**config.mk**
```make
export PLATFORM = sky130hd
export DESIGN_NAME = tone_command_decoder_flat
export DESIGN_NICKNAME = d
export VERILOG_FILES = /design/src/rtl/tone_command_decoder_pkg.sv /design/src/rtl/tone_command_decoder_if.sv /design/src/rtl/tone_channel_detector.sv /design/src/rtl/tone_command_decoder.sv /design/src/flat_wrapper.sv
export SDC_FILE = /design/constraint.sdc
export NUM_CORES = 1
export LEC_CHECK = 0
export CORE_ASPECT_RATIO = 1.75
export CORE_UTILIZATION = 45
export CTS_BUF_LIST = sky130_fd_sc_hd__clkbuf_4 sky130_fd_sc_hd__clkbuf_8 sky130_fd_sc_hd__clkbuf_16
export DETAILED_ROUTE_END_ITERATION = 8
export PLACE_DENSITY = 0.68
export SKIP_CTS_REPAIR_TIMING = 1
export SLEW_MARGIN = 10
export SYNTH_ARGS = -nofsm -noshare
export SYNTH_HDL_FRONTEND = slang
export SYNTH_SLANG_ARGS = --single-unit
```
**constraint.sdc**
```tcl
create_clock -name clk -period 8.4 [get_ports clk]
set_clock_uncertainty 0.05 [all_clocks]
set_input_delay 2.52 -clock clk [delete_from_list [all_inputs] [get_ports clk]]
set_output_delay 2.52 -clock clk [all_outputs]
set_load 0.005 [all_outputs]
```
**src/rtl/tone_command_decoder_pkg.sv**
```systemverilog
// rtl/tone_command_decoder_pkg.sv - shared command codes, FSM states and tone decode helper
package tone_command_decoder_pkg;

    localparam int NUM_CH = 5;

    localparam logic [2:0] CMD_NONE       = 3'd0;
    localparam logic [2:0] CMD_STOP       = 3'd1;
    localparam logic [2:0] CMD_FORWARD    = 3'd2;
    localparam logic [2:0] CMD_VEER_LEFT  = 3'd3;
    localparam logic [2:0] CMD_VEER_RIGHT = 3'd4;
    localparam logic [2:0] CMD_REVERSE    = 3'd5;

    typedef enum logic [1:0] {
        IDLE      = 2'd0,
        CANDIDATE = 2'd1,
        CONFIRMED = 2'd2
    } state_e;

    typedef struct packed {
        logic [2:0] idx;
        logic       multi;
    } tone_sel_t;

    // idx is 1-based channel number when exactly one bit is set, else CMD_NONE
    function automatic tone_sel_t decode_tones(input logic [NUM_CH-1:0] vec);
        tone_sel_t   sel;
        int unsigned ones;
        sel  = '0;
        ones = 0;
        for (int i = 0; i < NUM_CH; i++) begin
            if (vec[i]) begin
                ones++;
                sel.idx = 3'(i + 1);
            end
        end
        if (ones != 1) begin
            sel.idx = CMD_NONE;
        end
        sel.multi = (ones > 1);
        return sel;
    endfunction

endpackage

```
**src/rtl/tone_command_decoder_if.sv**
```systemverilog
// rtl/tone_command_decoder_if.sv - comparator inputs and junction command outputs
interface tone_command_decoder_if;
    import tone_command_decoder_pkg::*;

    logic              bp1;
    logic              bp2;
    logic              bp3;
    logic              bp4;
    logic              bp5;
    logic [2:0]        cmd_code;
    logic              cmd_valid;
    logic              tone_active;
    logic              multi_tone_err;
    logic [NUM_CH-1:0] present;

    modport master (
        output bp1, bp2, bp3, bp4, bp5,
        input  cmd_code, cmd_valid, tone_active, multi_tone_err, present
    );

    modport slave (
        input  bp1, bp2, bp3, bp4, bp5,
        output cmd_code, cmd_valid, tone_active, multi_tone_err, present
    );

endinterface

```
**src/rtl/tone_channel_detector.sv**
```systemverilog
// rtl/tone_channel_detector.sv - per-channel synchroniser, edge counter and presence flag
module tone_channel_detector #(
    parameter int MIN_EDGES  = 20,
    parameter int EDGE_CNT_W = 8
) (
    input  logic clk,
    input  logic rst_n,
    input  logic bp_in,
    input  logic win_end,
    output logic present_nxt,
    output logic present
);

    localparam logic [EDGE_CNT_W:0] MIN_EDGES_W = (EDGE_CNT_W + 1)'(MIN_EDGES);

    logic                  sync1_q, sync1_d;
    logic                  sync2_q, sync2_d;
    logic                  sync3_q, sync3_d;
    logic [EDGE_CNT_W-1:0] cnt_q, cnt_d;
    logic                  present_q, present_d;
    logic                  edge_det;
    logic [EDGE_CNT_W:0]   closing_sum;

    assign edge_det    = sync2_q & ~sync3_q;
    // An edge seen in the win_end cycle still belongs to the closing window
    assign closing_sum = {1'b0, cnt_q} + (EDGE_CNT_W + 1)'(edge_det);
    assign present_nxt = (closing_sum >= MIN_EDGES_W);
    assign present     = present_q;

    always_comb begin
        sync1_d   = bp_in;
        sync2_d   = sync1_q;
        sync3_d   = sync2_q;
        cnt_d     = cnt_q;
        present_d = present_q;
        if (win_end) begin
            present_d = present_nxt;
            cnt_d     = '0;
        end else if (edge_det && (cnt_q != {EDGE_CNT_W{1'b1}})) begin
            cnt_d = cnt_q + EDGE_CNT_W'(1);
        end
    end

    always_ff @(posedge clk or negedge rst_n) begin
        if (!rst_n) begin
            sync1_q   <= 1'b0;
            sync2_q   <= 1'b0;
            sync3_q   <= 1'b0;
            cnt_q     <= '0;
            present_q <= 1'b0;
        end else begin
            sync1_q   <= sync1_d;
            sync2_q   <= sync2_d;
            sync3_q   <= sync3_d;
            cnt_q     <= cnt_d;
            present_q <= present_d;
        end
    end

endmodule

```
**src/rtl/tone_command_decoder.sv**
```systemverilog
// rtl/tone_command_decoder.sv - window timing, single-tone selection and confirm/release FSM
module tone_command_decoder
    import tone_command_decoder_pkg::*;
#(
    parameter int WINDOW_CYCLES   = 500_000,
    parameter int MIN_EDGES       = 20,
    parameter int EDGE_CNT_W      = 8,
    parameter int CONFIRM_WINDOWS = 3,
    parameter int RELEASE_WINDOWS = 2
) (
    input  logic                   clk,
    input  logic                   rst_n,
    tone_command_decoder_if.slave  bus
);

    localparam int         WIN_W     = (WINDOW_CYCLES > 1) ? $clog2(WINDOW_CYCLES) : 1;
    localparam logic [2:0] CONFIRM_N = 3'(CONFIRM_WINDOWS);
    localparam logic [2:0] RELEASE_N = 3'(RELEASE_WINDOWS);

    if (CONFIRM_WINDOWS < 1 || CONFIRM_WINDOWS > 7 ||
        RELEASE_WINDOWS < 1 || RELEASE_WINDOWS > 7) begin : g_param_check
        $error("CONFIRM_WINDOWS and RELEASE_WINDOWS must be in 1..7");
    end

    logic [WIN_W-1:0]  win_cnt_q, win_cnt_d;
    logic              win_end;
    logic [NUM_CH-1:0] bp_raw;
    logic [NUM_CH-1:0] present_nxt;
    logic [NUM_CH-1:0] present;
    tone_sel_t         sel;

    state_e            state_q, state_d;
    logic [2:0]        cand_q, cand_d;
    logic [2:0]        hits_q, hits_d;
    logic [2:0]        misses_q, misses_d;
    logic [2:0]        cmd_code_q, cmd_code_d;
    logic              cmd_valid_q, cmd_valid_d;
    logic              multi_err_q, multi_err_d;
    logic              do_confirm;
    logic [2:0]        confirm_code;

    assign bp_raw  = {bus.bp5, bus.bp4, bus.bp3, bus.bp2, bus.bp1};
    assign win_end = (win_cnt_q == WIN_W'(WINDOW_CYCLES - 1));

    for (genvar i = 0; i < NUM_CH; i++) begin : g_ch
        tone_channel_detector #(
            .MIN_EDGES  (MIN_EDGES),
            .EDGE_CNT_W (EDGE_CNT_W)
        ) u_ch (
            .clk         (clk),
            .rst_n       (rst_n),
            .bp_in       (bp_raw[i]),
            .win_end     (win_end),
            .present_nxt (present_nxt[i]),
            .present     (present[i])
        );
    end

    // Deciding on the closing vector lets present, cmd_code and the strobes all update together
    assign sel = decode_tones(present_nxt);

    always_comb begin
        win_cnt_d    = win_end ? '0 : win_cnt_q + WIN_W'(1);
        state_d      = state_q;
        cand_d       = cand_q;
        hits_d       = hits_q;
        misses_d     = misses_q;
        cmd_code_d   = cmd_code_q;
        cmd_valid_d  = 1'b0;
        multi_err_d  = 1'b0;
        do_confirm   = 1'b0;
        confirm_code = cand_q;
        if (win_end) begin
            multi_err_d = sel.multi;
            case (state_q)
                IDLE: begin
                    if (sel.idx != CMD_NONE) begin
                        if (CONFIRM_WINDOWS == 1) begin
                            do_confirm   = 1'b1;
                            confirm_code = sel.idx;
                        end else begin
                            cand_d  = sel.idx;
                            hits_d  = 3'd1;
                            state_d = CANDIDATE;
                        end
                    end
                end
                CANDIDATE: begin
                    if (sel.idx == CMD_NONE) begin
                        state_d = IDLE;
                    end else if (sel.idx == cand_q) begin
                        if (hits_q + 3'd1 == CONFIRM_N) begin
                            do_confirm = 1'b1;
                        end else begin
                            hits_d = hits_q + 3'd1;
                        end
                    end else begin
                        cand_d = sel.idx;
                        hits_d = 3'd1;
                    end
                end
                CONFIRMED: begin
                    if (sel.idx == cmd_code_q) begin
                        misses_d = '0;
                    end else if (misses_q + 3'd1 == RELEASE_N) begin
                        misses_d = '0;
                        state_d  = IDLE;
                    end else begin
                        misses_d = misses_q + 3'd1;
                    end
                end
                default: state_d = IDLE;
            endcase
            if (do_confirm) begin
                cmd_code_d  = confirm_code;
                cmd_valid_d = 1'b1;
                hits_d      = '0;
                misses_d    = '0;
                state_d     = CONFIRMED;
            end
        end
    end

    always_ff @(posedge clk or negedge rst_n) begin
        if (!rst_n) begin
            win_cnt_q   <= '0;
            state_q     <= IDLE;
            cand_q      <= CMD_NONE;
            hits_q      <= '0;
            misses_q    <= '0;
            cmd_code_q  <= CMD_NONE;
            cmd_valid_q <= 1'b0;
            multi_err_q <= 1'b0;
        end else begin
            win_cnt_q   <= win_cnt_d;
            state_q     <= state_d;
            cand_q      <= cand_d;
            hits_q      <= hits_d;
            misses_q    <= misses_d;
            cmd_code_q  <= cmd_code_d;
            cmd_valid_q <= cmd_valid_d;
            multi_err_q <= multi_err_d;
        end
    end

    assign bus.cmd_code       = cmd_code_q;
    assign bus.cmd_valid      = cmd_valid_q;
    assign bus.tone_active    = (state_q == CONFIRMED);
    assign bus.multi_tone_err = multi_err_q;
    assign bus.present        = present;

endmodule
```
**src/flat_wrapper.sv**
```systemverilog
// flat-port wrapper written by rule: the top's interface ports become plain ports
module tone_command_decoder_flat import tone_command_decoder_pkg::*;
#(
    parameter int WINDOW_CYCLES   = 500_000,
    parameter int MIN_EDGES       = 20,
    parameter int EDGE_CNT_W      = 8,
    parameter int CONFIRM_WINDOWS = 3,
    parameter int RELEASE_WINDOWS = 2
)
  (clk, rst_n, bus_bp1, bus_bp2, bus_bp3, bus_bp4, bus_bp5, bus_cmd_code, bus_cmd_valid, bus_tone_active, bus_multi_tone_err, bus_present);
  tone_command_decoder_if bus_i ();
  input  logic clk;
  input  logic rst_n;
  input wire logic [$bits(bus_i.bp1)-1:0] bus_bp1;
  input wire logic [$bits(bus_i.bp2)-1:0] bus_bp2;
  input wire logic [$bits(bus_i.bp3)-1:0] bus_bp3;
  input wire logic [$bits(bus_i.bp4)-1:0] bus_bp4;
  input wire logic [$bits(bus_i.bp5)-1:0] bus_bp5;
  output wire logic [$bits(bus_i.cmd_code)-1:0] bus_cmd_code;
  output wire logic [$bits(bus_i.cmd_valid)-1:0] bus_cmd_valid;
  output wire logic [$bits(bus_i.tone_active)-1:0] bus_tone_active;
  output wire logic [$bits(bus_i.multi_tone_err)-1:0] bus_multi_tone_err;
  output wire logic [$bits(bus_i.present)-1:0] bus_present;
  assign bus_i.bp1 = bus_bp1;
  assign bus_i.bp2 = bus_bp2;
  assign bus_i.bp3 = bus_bp3;
  assign bus_i.bp4 = bus_bp4;
  assign bus_i.bp5 = bus_bp5;
  assign bus_cmd_code = bus_i.cmd_code;
  assign bus_cmd_valid = bus_i.cmd_valid;
  assign bus_tone_active = bus_i.tone_active;
  assign bus_multi_tone_err = bus_i.multi_tone_err;
  assign bus_present = bus_i.present;
  tone_command_decoder #(.WINDOW_CYCLES(WINDOW_CYCLES), .MIN_EDGES(MIN_EDGES), .EDGE_CNT_W(EDGE_CNT_W), .CONFIRM_WINDOWS(CONFIRM_WINDOWS), .RELEASE_WINDOWS(RELEASE_WINDOWS)) u_core (.clk(clk), .rst_n(rst_n), .bus(bus_i));
endmodule
```
==> impl_metrics.yaml, run 1 <==
outcome:
  run_status: "complete, no violations"
place:
  place_hpwl_um: 7260
  placement.io_buffers: 17
  post_dp_cell_area_mm2: 0.00551
  gpl.final_weighted_congestion: 0.852
routing:
  route.vias.total: 3950
  drcViolationCount: 0
  totalWireLength_um: 10400
  routed_via_density: 5.80
  drt-initial-drc-count: 208
  routedWlPerCell_um: 15.2
  antenna_left: 0
  drt_first_pass_iters: 4
critical_path:
  required_ns: 8.58
  crit_path_frequent_cell: "sky130_fd_sc_hd__ha_1"
  regToRegSetupSlack_ns: 2.53
  worst_r2r_path_depth: 20
  regToRegStartpoint: "u_core.g_ch[1].u_ch.sync2_q$_DFF_PN0_"
  setup.worst_path.start_class: "register"
  critPathKind: "register to register"
  worst-path-max-fanout: 8
  critPathMaxStageDelay_ns: 0.78
  reg2reg_to: "u_core.bus.cmd_code[2]$_DFFE_PN0P_"
  cp_cell_sequence: "nor2b_1, ha_1, ha_1, o21ai_0, a31oi_1, nor3_1, ha_1, or3b_1, o32a_1, o221ai_2, ha_1, inv_1, a21oi_1, ha_1, nor2_1, a211oi_2, or3_4, a211o_4, nor3_4, mux2_4"
  critical-path-slowest-cell: "sky130_fd_sc_hd__nor3_1"
  endpoint_arrival_time_on_the_critical_path_ns: 6.05
  crit_end_element: "register"
synth:
  synth_sequential_area_ratio_pct: 45.5
  syn_area_mm2: 0.00523
  synth.avg_cell_area_um2: 9.88
  yosysWarningCount: 0
  synth_seq_cells: 95
  synth_top_area_share_pct: 45.5
  number_of_synthesized_flops_with_an_enable_pin: 0
  synth_nets: 561
  synth_flop_cell: "sky130_fd_sc_hd__dfrtp_1"
  synthTopCellsByArea: "sky130_fd_sc_hd__dfrtp_1 (45%), sky130_fd_sc_hd__ha_1 (6.0%), sky130_fd_sc_hd__xor2_1 (5.7%)"
  synthDominantAreaCellType: "sky130_fd_sc_hd__dfrtp_1"
  synth.top_cells.by_count: "sky130_fd_sc_hd__dfrtp_1 (95), sky130_fd_sc_hd__nor2_1 (71), sky130_fd_sc_hd__nand2_1 (45), sky130_fd_sc_hd__xor2_1 (34), sky130_fd_sc_hd__ha_1 (25)"
  yosys.cell_count.top_type: "sky130_fd_sc_hd__dfrtp_1"
  post_synth_num_cell_types: 66
  async_set_reset_flop_share_out_of_synthesis_pct: 100
  instance_count_of_the_mapped_netlist: 529
cts:
  htreeDepth: 3
  clock_path_buffers: 2
  cts_root_buffer_type: "sky130_fd_sc_hd__clkbuf_16"
  tritoncts: "yes"
  worstSkewPairLatency_ns: 0.35
  numClockSinks: 95
  cts-buffers-inserted: 9
  clock_pin_slew_on_the_worst_setup_and_hold_paths_ns: 0.06
timing:
  timing.final.crit_share_pct: 69.9
  max_slew_margin_pct: 29.3
  setup_viol: 0
  timing_max_transition_violations_final: 0
  tightestPinTransition_ns: 1.05
  tns_ns: 0
  rsz0062_at_grt: "no"
  hold_viol_final: 0
  fmax_ghz: 0.170
  period_minus_slack_ns: 5.87
power:
  power.density_mw_per_mm2: 280
  worst_case_vdd_ir_drop_mv: 0.189
  total_leakage_power_nw: 2.59
grt:
  antenna_found_initial: 0
  pin_count_of_the_biggest_net_entering_global_routing: 68
  global_route.usage.total_pct: 18.2
  grt_pass1_vias: 3857
  global_route_overflow: 0
  grt_pass1_wl_um: 17500
floorplanning:
  core_area_mm2: 0.0112
  number_of_rows_created_at_floorplan: 51
  pin_count: 18
  total_die_area_mm2: 0.0121
  start_util_pct: 46.6
  die-height_um: 145
  fp.dieW_um: 83.5
worst_hold_path:
  worstHoldStart: "u_core.g_ch[2].u_ch.sync1_q$_DFF_PN0_"
  hold_depth: 0
  min_delay_worst_endpoint: "u_core.g_ch[2].u_ch.sync2_q$_DFF_PN0_"
  hp-class: "register to register"
run:
  max_cap_violations: 0
cells_and_area:
  post-route-cell-area_mm2: 0.00581
  antenna_cells: 0
  layout-drive-gt1-share_pct: 7.10
  area_delta_synth_final_pct: 11.0
  nNetsFinal: 576
## metal layers
metal	vias up	wire length, µm	track usage [%]
met5	-	0	0
met4	0	259	8.65
met3	21	296	3.77
met2	60	5540	33.7
met1	1971	4270	19.8
li1	1898	-	-
## per-stage QoR
stage	hold slack (ns)	setup WS, ns	util [%]	std cells	total power (W)
final	0.300	2.53	51.7	681	0.00163
after global routing	0.309	1.98	51.7	681	0.00175
after CTS	0.302	2.54	51.7	681	0.00164
after detailed placement	0.287	2.56	49.0	665	0.00122
after global placement	0.282	2.77	49.0	665	0.00119
after floorplan	0.281	3.18	-	529	0.00108
## registers in the layout, indices dropped and copies added, names as in the netlist
name,cells
u_core.bus.cmd_valid,1
u_core.misses_q,3
u_core.g_ch.u_ch.sync1_q,5
u_core.win_cnt_q,19
u_core.cand_q,3
u_core.state_q,2
u_core.g_ch.u_ch.sync3_q,5
u_core.g_ch.u_ch.sync2_q,5
u_core.g_ch.u_ch.cnt_q,40
u_core.g_ch.u_ch.present,5
u_core.hits_q,3
u_core.bus.multi_tone_err,1
u_core.bus.cmd_code,3
## worst max path at each step
stage | to | slack (ns) | startpoint | depth (start not counted)
6_report | u_core.bus.cmd_code[2]$_DFFE_PN0P_ | 2.53 | u_core.g_ch[1].u_ch.sync2_q$_DFF_PN0_ | 20
3_3_place_gp | u_core.bus.cmd_code[2]$_DFFE_PN0P_ | 2.77 | u_core.g_ch[1].u_ch.sync2_q$_DFF_PN0_ | 20
5_1_grt | u_core.bus.cmd_code[2]$_DFFE_PN0P_ | 1.98 | u_core.g_ch[1].u_ch.sync2_q$_DFF_PN0_ | 19
2_1_floorplan | u_core.bus.cmd_code[0]$_DFFE_PN0P_ | 3.18 | u_core.g_ch[1].u_ch.sync2_q$_DFF_PN0_ | 20
3_5_place_dp | u_core.bus.cmd_code[2]$_DFFE_PN0P_ | 2.56 | u_core.g_ch[1].u_ch.sync2_q$_DFF_PN0_ | 20
4_1_cts | u_core.bus.cmd_code[2]$_DFFE_PN0P_ | 2.54 | u_core.g_ch[1].u_ch.sync2_q$_DFF_PN0_ | 20
## where the power goes
part	switching (W)	total, W	internal (W)
clock	0.000172	0.000408	0.000236
sequential	0.0000977	0.000623	0.000525
combinational	0.000360	0.000597	0.000237
## layout make-up
| cell class | instances | area, µm² |
|---|---|---|
| flip-flops and latches | 95 | 2380 |
| repair buffers | 19 | 183 |
| clock inverters | 2 | 12.5 |
| inverters | 21 | 78.8 |
| well taps | 132 | 165 |
| fillers | 1010 | 5430 |
| multi-input cells | 398 | 2700 |
| clock buffers | 14 | 288 |
## cell families (layout without fill, tap and decap cells)
logic type / after synthesis / in the layout / synth area share, %
compound gates: 88 / 88 / 12.9
xor+xnor: 51 / 51 / 8.54
fa+ha+maj: 25 / 25 / 5.98
buf+inv: 36 / 56 / 2.97
flops: 95 / 95 / 45.5
mux: 11 / 11 / 2.42
simple gates: 223 / 223 / 21.8
## critical path, delay by kind of cell, from the launching register on
| kind | cells | cell delay, ns |
|---|---|---|
| buffers and inverters | 1 | 0.08 |
| DFF | 1 | 0.37 |
| adders and majority gates | 5 | 1.49 |
| muxes | 1 | 0.34 |
| AOI/OAI and AO/OA | 7 | 1.20 |
| and+or+nand+nor | 6 | 2.23 |
## cell usage in the layout, fill, tap and decap left out, drive strengths merged, types with 6 or more instances in the layout
master,count
nor3,13
mux2i,7
o21ai,26
xnor2,17
or3,12
clkdlybuf4s50,16
and2,6
nor4,6
nand4,15
nor2,71
and3,15
a21oi,13
nand3,13
nand2,45
dfrtp,95
inv,21
clkbuf,14
xor2,34
ha,25
Power figures use the tool's default switching activity.
==> inputs of run 2 (changes only) <==
- clock period: 8.4 -> 5.91 ns (I/O delays scaled with it)
==> run 2 against run 1 <==
Effect of this change: sequential cell count unchanged; via count down 0.99%; sequential power up 42%; sequential share of layout area up 0.088 points.
==> impl_metrics.yaml, run 2 (same netlist as run 1, synthesis figures left out) <==
place:
  gpl.final_weighted_congestion: 0.836
  place_hpwl_um: 7610
  placement.io_buffers: 17
  placement.setup.worst_slack_ns: 0.570
critical_path:
  worst_r2r_path_depth: 19
  required_ns: 6.09
  worst-path-max-fanout: 7
  regToRegSetupSlack_ns: 0.44
  crit_end_element: "register"
  regToRegStartpoint: "u_core.g_ch[1].u_ch.sync2_q$_DFF_PN0_"
  critPathKind: "register to register"
  endpoint_arrival_time_on_the_critical_path_ns: 5.65
  reg2reg_to: "u_core.bus.cmd_code[1]$_DFFE_PN0P_"
  setup.worst_path.start_class: "register"
grt:
  global_route_overflow: 0
  grt_pass1_wl_um: 18200
  global_route.usage.total_pct: 18.6
  antenna_found_initial: 0
  grt_pass1_vias: 4076
  pin_count_of_the_biggest_net_entering_global_routing: 58
timing:
  max_slew_margin_pct: 30.3
  timing.final.crit_share_pct: 92.6
  setup_viol: 0
  rsz0062_at_grt: "no"
  period_minus_slack_ns: 5.47
  tns_ns: 0
  tightestPinTransition_ns: 1.04
  worst_slack_ns: 0.436
  fmax_ghz: 0.183
  timing_max_transition_violations_final: 0
  hold_viol_final: 0
power:
  total_leakage_power_nw: 2.60
  netSwitchingFraction_pct: 39.2
  total_power_w: 0.00228
  worst_case_vdd_ir_drop_mv: 0.239
  netSwitchingPower_w: 0.000893
  power_frac_comb_pct: 37.7
  sequentialPowerShare_pct: 38.8
  cell_internal_pwr_w: 0.00138
  share_clk_of_total_power_pct: 23.5
  power.density_mw_per_mm2: 393
routing:
  drcViolationCount: 0
  antenna_left: 0
  route.vias.total: 3911
  routed_via_density: 5.74
  drt_first_pass_iters: 4
  totalWireLength_um: 10300
  routedWlPerCell_um: 15.2
  drt-initial-drc-count: 191
worst_hold_path:
  hp-class: "register to register"
  min_delay_worst_endpoint: "u_core.g_ch[4].u_ch.sync2_q$_DFF_PN0_"
  worstHoldStart: "u_core.g_ch[4].u_ch.sync1_q$_DFF_PN0_"
  hold_depth: 0
floorplanning:
  die-height_um: 145
  number_of_rows_created_at_floorplan: 51
  fp.dieW_um: 83.5
  core_area_mm2: 0.0112
  pin_count: 18
  total_die_area_mm2: 0.0121
  start_util_pct: 46.6
cells_and_area:
  area_delta_synth_final_pct: 10.8
  final_common_cell: "sky130_fd_sc_hd__dfrtp_1"
  layout-drive-gt1-share_pct: 7.10
  antenna_cells: 0
  largest_register_ff_count: 40
  registers.top_by_ff_count: "u_core.g_ch.u_ch.cnt_q"
  largestRegisters: "u_core.g_ch.u_ch.cnt_q x40, u_core.win_cnt_q x19"
  fillers: 1022
  most-common-layout-cells: "sky130_fd_sc_hd__dfrtp_1 (95), sky130_fd_sc_hd__nor2_1 (71), sky130_fd_sc_hd__nand2_1 (45)"
  nNetsFinal: 577
cts:
  cts-buffers-inserted: 9
  numClockSinks: 95
  worstSkewPairLatency_ns: 0.34
  clock_pin_slew_on_the_worst_setup_and_hold_paths_ns: 0.06
  cts_root_buffer_type: "sky130_fd_sc_hd__clkbuf_16"
  htreeDepth: 3
  clock_path_buffers: 2
  tritoncts: "yes"
outcome:
  run_status: "complete, no violations"
run:
  max_cap_violations: 0
==> run 2: cell types whose count changed in the layout (fill, tap and decap cells not counted), sizes merged <==
| cell | delta |
|---|---|
| clkinv | +3 |
| clkbuf | -4 |
| buf | +1 |
==> run 2: critical path, cell delays in order, from the launching register on <==
cell                        delay (ns)
sky130_fd_sc_hd__dfrtp_1          0.37
sky130_fd_sc_hd__nor2b_1          0.15
sky130_fd_sc_hd__ha_1             0.20
sky130_fd_sc_hd__ha_1             0.21
sky130_fd_sc_hd__o21ai_0          0.15
sky130_fd_sc_hd__a31oi_1          0.05
sky130_fd_sc_hd__nor3_1           0.30
sky130_fd_sc_hd__ha_1             0.37
sky130_fd_sc_hd__or3b_1           0.38
sky130_fd_sc_hd__o32a_1           0.30
sky130_fd_sc_hd__o221ai_2         0.11
sky130_fd_sc_hd__ha_1             0.23
sky130_fd_sc_hd__inv_1            0.07
sky130_fd_sc_hd__a2111oi_0        0.46
sky130_fd_sc_hd__o221ai_1         0.26
sky130_fd_sc_hd__and4_4           0.26
sky130_fd_sc_hd__or3_4            0.42
sky130_fd_sc_hd__a211o_4          0.35
sky130_fd_sc_hd__nor3_4           0.33
sky130_fd_sc_hd__mux2_4           0.33
==> run 2: per-layer routing <==
layer  track usage (%)  routed length (µm)
met1              19.7                4110
met2              36.2                5710
met3              2.85                 282
met4              8.03                 238
met5                 0                   0
==> run 2: worst max path at each step <==
stage / startpoint / cells after the start / slack, ns / end
global route: u_core.g_ch[1].u_ch.sync2_q$_DFF_PN0_ / 19 / 0.24 / u_core.bus.cmd_code[2]$_DFFE_PN0P_
global placement: u_core.g_ch[1].u_ch.sync2_q$_DFF_PN0_ / 20 / 0.81 / u_core.bus.cmd_code[1]$_DFFE_PN0P_
detailed placement: u_core.g_ch[1].u_ch.sync2_q$_DFF_PN0_ / 19 / 0.57 / u_core.bus.cmd_code[1]$_DFFE_PN0P_
floorplan: u_core.g_ch[1].u_ch.sync2_q$_DFF_PN0_ / 20 / 0.69 / u_core.bus.cmd_code[0]$_DFFE_PN0P_
finish: u_core.g_ch[1].u_ch.sync2_q$_DFF_PN0_ / 19 / 0.44 / u_core.bus.cmd_code[1]$_DFFE_PN0P_
CTS: u_core.g_ch[1].u_ch.sync2_q$_DFF_PN0_ / 19 / 0.57 / u_core.bus.cmd_code[2]$_DFFE_PN0P_
==> run 2: through the flow <==
stage	hold WS [ns]	instances	utilization, %	area (µm²)
after detailed placement	0.285	666	49.1	5510
final	0.298	681	51.6	5790
after global routing	0.300	681	51.6	5790
after global placement	0.284	666	49.1	5510
after floorplan	0.281	529	-	5230
after CTS	0.299	681	51.5	5790
==> run 2: power by group through the flow <==
stage                     Clock (W)  Sequential [W]  Combinational [W]
after floorplan                   0        0.000858           0.000679
after global placement            0        0.000888           0.000811
after detailed placement          0        0.000896           0.000850
after CTS                  0.000552        0.000884           0.000857
after global routing       0.000574        0.000905           0.000963
final                      0.000534        0.000884           0.000859
==> run 2: cell type report <==
type | instances | area, µm² | share of cell area, %
Tap cell | 132 | 165 | 2.85
Sequential cell | 95 | 2380 | 41.0
Multi-Input combinational cell | 398 | 2710 | 46.7
Clock buffer | 10 | 239 | 4.13
Timing Repair Buffer | 20 | 190 | 3.28
Inverter | 21 | 78.8 | 1.36
Clock inverter | 5 | 35.0 | 0.605
==> inputs of run 3 (changes only) <==
- CTS_CLUSTER_DIAMETER: unset -> 100
==> results of run 3 <==
Final layout, timing and power as in run 2 (identical DEF).
